`config.mk`:
```
export PLATFORM = sky130hd
export DESIGN_NAME = dcache_line_reader
export DESIGN_NICKNAME = d
export VERILOG_FILES = /design/src/rtl/dcache_line_reader.sv
export SDC_FILE = /design/constraint.sdc
export NUM_CORES = 1
export LEC_CHECK = 0
export ABC_AREA = 0
export CAP_MARGIN = 20
export CORE_MARGIN = 4
export CORE_UTILIZATION = 46
export DETAILED_ROUTE_END_ITERATION = 10
export DONT_BUFFER_PORTS = 1
export PLACE_DENSITY = 0.58
export SYNTH_ARGS = -nofsm -noshare
export SYNTH_HDL_FRONTEND = slang
export SYNTH_SLANG_ARGS = --single-unit
```
`constraint.sdc`:
```
create_clock -name rd_clk -period 4.75 [get_ports rd_clk]
set_input_delay 1.425 -clock rd_clk [delete_from_list [all_inputs] [get_ports rd_clk]]
set_output_delay 1.425 -clock rd_clk [all_outputs]
set_load 0.02 [all_outputs]
```
`src/rtl/dcache_line_reader.sv`:
```
// Streams one cache line out of the 512x32 data SRAM read port onto a valid/ready
// interface, hiding the 1-cycle SRAM latency and sink backpressure with a 2-entry buffer.
//
// state | meaning
// IDLE  | waiting for start; done pulses here for one cycle after a line completes
// READ  | issuing word reads while the buffer has room
// DRAIN | all words issued; waiting for the last read to land and the last beat to leave
module dcache_line_reader #(
   parameter int ADDR_WIDTH      = 9,
   parameter int DATA_WIDTH      = 32,
   parameter int LINE_WORDS_LOG2 = 3,
   localparam int LINE_IDX_W     = ADDR_WIDTH - LINE_WORDS_LOG2
) (
   input  logic                       rd_clk,
   input  logic                       rd_rst,
   input  logic                       start,
   input  logic [LINE_IDX_W-1:0]      start_line,
   output logic                       busy,
   output logic                       done,
   output logic [ADDR_WIDTH-1:0]      sram_rd_addr,
   input  logic [DATA_WIDTH-1:0]      sram_rd_data,
   output logic                       m_valid,
   input  logic                       m_ready,
   output logic [DATA_WIDTH-1:0]      m_data,
   output logic                       m_last,
   output logic [LINE_WORDS_LOG2-1:0] m_word
);

   localparam int CNT_W = LINE_WORDS_LOG2 + 1;
   localparam logic [CNT_W-1:0] LAST_CNT = CNT_W'((1 << LINE_WORDS_LOG2) - 1);
   localparam logic [CNT_W-1:0] NUM_WORDS = CNT_W'(1 << LINE_WORDS_LOG2);
   localparam logic [LINE_WORDS_LOG2-1:0] LAST_OFF = '1;

   typedef enum logic [1:0] {IDLE, READ, DRAIN} state_t;

   state_t                     state_q, state_d;
   logic [LINE_IDX_W-1:0]      line_q, line_d;
   logic [CNT_W-1:0]           cnt_q, cnt_d;
   logic                       rd_pend_q, rd_pend_d;
   logic [LINE_WORDS_LOG2-1:0] rd_off_q, rd_off_d;
   logic [ADDR_WIDTH-1:0]      addr_q, addr_d;
   logic                       done_q, done_d;

   logic [DATA_WIDTH-1:0]      mem_data_q [2];
   logic [DATA_WIDTH-1:0]      mem_data_d [2];
   logic [LINE_WORDS_LOG2-1:0] mem_word_q [2];
   logic [LINE_WORDS_LOG2-1:0] mem_word_d [2];
   logic                       wr_ptr_q, wr_ptr_d;
   logic                       rd_ptr_q, rd_ptr_d;
   logic [1:0]                 count_q, count_d;

   logic       push, pop, room;
   logic [2:0] occ;

   assign push    = rd_pend_q;
   assign m_valid = (count_q != 2'd0);
   assign pop     = m_valid & m_ready;
   assign m_data  = mem_data_q[rd_ptr_q];
   assign m_word  = mem_word_q[rd_ptr_q];
   assign m_last  = m_valid & (m_word == LAST_OFF);
   assign busy    = (state_q != IDLE);
   assign done    = done_q;

   // Words already buffered plus the one in flight, less the one leaving this cycle.
   assign occ  = {1'b0, count_q} + {2'b00, rd_pend_q} - {2'b00, pop};
   assign room = (occ < 3'd2);

   assign sram_rd_addr = addr_d;

   always_comb begin
      state_d   = state_q;
      line_d    = line_q;
      cnt_d     = cnt_q;
      rd_pend_d = 1'b0;
      rd_off_d  = rd_off_q;
      addr_d    = addr_q;
      done_d    = 1'b0;

      unique case (state_q)
         IDLE: begin
            if (start) begin
               line_d  = start_line;
               cnt_d   = '0;
               state_d = READ;
            end
         end
         READ: begin
            if ((cnt_q < NUM_WORDS) && room) begin
               addr_d    = {line_q, cnt_q[LINE_WORDS_LOG2-1:0]};
               rd_pend_d = 1'b1;
               rd_off_d  = cnt_q[LINE_WORDS_LOG2-1:0];
               cnt_d     = cnt_q + CNT_W'(1);
               if (cnt_q == LAST_CNT) state_d = DRAIN;
            end
         end
         DRAIN: begin
            // Finish in the cycle the final beat leaves, so done lands right after it.
            if (!rd_pend_q && (count_q == {1'b0, pop})) begin
               done_d  = 1'b1;
               state_d = IDLE;
            end
         end
         default: state_d = IDLE;
      endcase
   end

   always_comb begin
      mem_data_d = mem_data_q;
      mem_word_d = mem_word_q;
      wr_ptr_d   = wr_ptr_q;
      rd_ptr_d   = rd_ptr_q;
      if (push) begin
         mem_data_d[wr_ptr_q] = sram_rd_data;
         mem_word_d[wr_ptr_q] = rd_off_q;
         wr_ptr_d             = ~wr_ptr_q;
      end
      if (pop) rd_ptr_d = ~rd_ptr_q;
      count_d = count_q + {1'b0, push} - {1'b0, pop};
   end

   always_ff @(posedge rd_clk) begin
      if (rd_rst) begin
         state_q       <= IDLE;
         line_q        <= '0;
         cnt_q         <= '0;
         rd_pend_q     <= 1'b0;
         rd_off_q      <= '0;
         addr_q        <= '0;
         done_q        <= 1'b0;
         mem_data_q[0] <= '0;
         mem_data_q[1] <= '0;
         mem_word_q[0] <= '0;
         mem_word_q[1] <= '0;
         wr_ptr_q      <= 1'b0;
         rd_ptr_q      <= 1'b0;
         count_q       <= '0;
      end else begin
         state_q    <= state_d;
         line_q     <= line_d;
         cnt_q      <= cnt_d;
         rd_pend_q  <= rd_pend_d;
         rd_off_q   <= rd_off_d;
         addr_q     <= addr_d;
         done_q     <= done_d;
         mem_data_q <= mem_data_d;
         mem_word_q <= mem_word_d;
         wr_ptr_q   <= wr_ptr_d;
         rd_ptr_q   <= rd_ptr_d;
         count_q    <= count_d;
      end
   end

endmodule

```
==> flow_summary.ini <==
[finish]
syn2layout_area_growth_pct = 14.10
antenna_cells = 0
drive_gt1_share_pct = 23.08
final_area_um2 = 4708
final_cell_count_no_fill = 602
finalNetCount = 536

[placed_design]
dp_cells = 582
hpwl_um = 5797
placed_cell_area_um2 = 4217
gp_congestion = 0.7296
pre_cts_slack_ns = -0.2868
portBuffers = 0

[critical_path]
cp.arrival_ns = 3.33
worst_r2r_endpoint = cnt_q[0]
slowest_delay_ns = 0.57
crit_family = adder cells
worstReg2RegStart = count_q[1]
cp_num_cells = 10
worstPathRequired_ns = 3.32
rr_worst_depth = 11
start_kind = input pin
path_class = in2out
reg2reg_slack_ns = 1.78
critPathCaptureType = primary output
crit_chain = o21a_1, ha_1, inv_1, ha_1, inv_2, fa_2, and4bb_2, buf_12, nand3_4, nand2_4
slowest_stage = fa_2
critPathMaxFanout = 8
cp_common_cell = ha_1
path_buf_inv = 3

[logic_synthesis]
synth.avg_cell_area_um2 = 8.370
yosys.area.top_type = dfxtp_1
yosysSeqAreaShare_pct = 48.51
ys_seq_elements = 100
yosysTopAreaCellShare_pct = 48.51
syn-instance-count = 493
synth_top_flop_cell = dfxtp_1
yosysWarnings = 0
synth-edff-count = 0
synth.distinct_cells = 39
async_reset_ff_share_pct = 0
synthTopCellsByArea = dfxtp_1 (49%), nand2_1 (15%), a21oi_1 (11%), mux2_2 (9.6%), buf_2 (2.5%)
syn_area_um2 = 4126
syn_nets = 539

[timing]
max_slew_margin_pct = 49.63
finClkSkew_ns = 0.01261
drv_slew = 0
setup_tns_ns = -0.001315
min_period_ns = 4.751
hold_viol = 0
setup_viol = 1
fin_ws_ns = -0.001315
rsz0062_at_grt = yes
fmax_ghz = 0.2105
period_share_pct = 100.0
worst_pin_slew_ns = 0.7539

[floorplanning]
fp.coreArea_um2 = 8721
dieArea_um2 = 10550
placementRows = 34
start_util_pct = 47.32
die_h_um = 102.7
die_w_um = 102.7
io_pins = 90

[cts]
insertion_delay_ns = 0.35
clkTransAtPathRegs_ns = 0.08
cts_tree = built
h-tree-depth = 3
cts_buffers = 9
cts_root_buffer = clkbuf_8
cts_sinks = 100
hold_buffers = 0
cts.path.max_buffers = 2

[worst_hold_path]
holdCritStartpoint = mem_data_q[58]
whs_endpoint = mem_data_q[58]
hold_depth = 2
hp-class = reg2reg

[detailed_routing]
viasPerCell = 5.395
remaining_drc_errors = 0
vias = 3248
wl_um = 9482
antenna_left = 0
drtIter0Drc = 88
first_pass_iters = 4
detail_route.wl_per_cell_um = 15.75

[global_route]
grt_pass1_wl_um = 14760
grt_pass1_vias = 3031
grt_usage_pct = 17.65
grt_start_max_net_pins = 100
antenna_found_initial = 0
grt_overflow_total = 0

[power]
leakagePower_nw = 1.621
p_total_mw = 2.142
peakVddDrop_v = 0.0002268
p_per_area_nw_per_um2 = 455.0

[run_status]
violations = negative setup slack
status = complete, but fails checks

[flow_run]
maxCapViolations = 0
## sequential cells by signal, indices dropped and copies added (netlist names)
signal and cells:
addr_q 9, line_q 6, state_q 2, count_q 2
mem_data_q 64, push 1, done 1, rd_ptr_q 1
cnt_q 4, wr_ptr_q 1, rd_off_q 3, mem_word_q 6
## worst max path at each step
stage,endpoint,startpoint
2_1_floorplan,sram_rd_addr[0],m_ready
3_3_place_gp,sram_rd_addr[8],m_ready
3_5_place_dp,sram_rd_addr[1],m_ready
4_1_cts,sram_rd_addr[4],m_ready
5_1_grt,sram_rd_addr[3],m_ready
6_report,sram_rd_addr[2],m_ready
## repair_timing
item / in CTS / in global routing
buffers inserted: 2 / 2
setup endpoints to repair: 9 / 9
pin swaps: 3 / 11
cloned: 0 / 1
gates resized for setup: 8 / 55
## worst reg2reg max path: cells and delay by family (launching register included)
kind	cells	cell delay [ns]
adders and majority gates	3	0.96
DFF	1	0.66
and+or+nand+nor	2	0.45
buffers and inverters	4	0.45
AOI/OAI and AO/OA	2	0.40
## synthesized netlist by cell type, types with 2 or more instances
library cell and n:
nand2_1 163, dfxtp_1 100, a21oi_1 91, mux2_2 35
buf_2 21, nand3_1 13, clkbuf_1 11, o21ai_0 7
inv_1 5, o21ai_2 5, nor2b_1 4, ha_1 3
a21oi_2 2, nand4b_1 2, nor2_1 2, o211ai_2 2
o21ai_1 2, or2_2 2, or3_1 2, xnor2_1 2
## placed cells by master (no fill, tap or decap), types with 2 or more instances in the layout
cell / instances
nand2_1: 154
dfxtp_1: 99
a21oi_1: 91
mux2_2: 35
buf_4: 16
o21ai_2: 10
clkbuf_8: 10
nand3_4: 9
nand2_4: 9
inv_1: 4
nand3_1: 4
nor2b_1: 3
ha_1: 3
buf_6: 3
or2_2: 2
or3_1: 2
o211ai_2: 2
a21oi_2: 2
nand4b_1: 2
o21ai_1: 2
nor2_1: 2
clkinvlp_4: 2
buf_12: 2
## power by group
group	total (mW)	internal, mW	switching (mW)	leakage (nW)
clock network	0.490	0.204	0.286	0.0848
logic	0.688	0.280	0.407	0.727
registers	0.965	0.896	0.0690	0.809
## routing by layer
metal	share of wire (%)	vias to the layer above	GRT usage (%)
met5	0	-	0
met4	0.98	0	5.449
met3	4.9	7	3.383
met2	52	60	31.08
met1	42	1541	21.76
li1	-	1640	-
## stage by stage
stage | utilization (%) | hold slack, ns
floorplan | - | 0.4329
global placement | 48.35 | 0.4326
detailed placement | 48.35 | 0.4383
CTS | 50.95 | 0.4525
global route | 53.99 | 0.4663
finish | 53.99 | 0.4503
## cell families after synthesis
| group | synth area share, % |
|---|---|
| multiplexers | 9.794 |
| buffers and inverters | 4.548 |
| AND/OR/NAND/NOR | 20.32 |
| XOR/XNOR | 0.8189 |
| adder cells (fa/ha/maj) | 1.395 |
| AO/OA/AOI/OAI | 14.61 |
| flip-flops | 48.51 |
## final cells by class
type / count / area [um^2]
Tap cell: 108 / 135.1
Sequential cell: 100 / 2003
Multi-Input combinational cell: 353 / 2182
Clock inverter: 5 / 37.54
Timing Repair Buffer: 21 / 193.9
Inverter: 5 / 18.77
Fill cell: 824 / 4013
Clock buffer: 10 / 137.6
No activity file was read; power rests on OpenSTA's default activity.
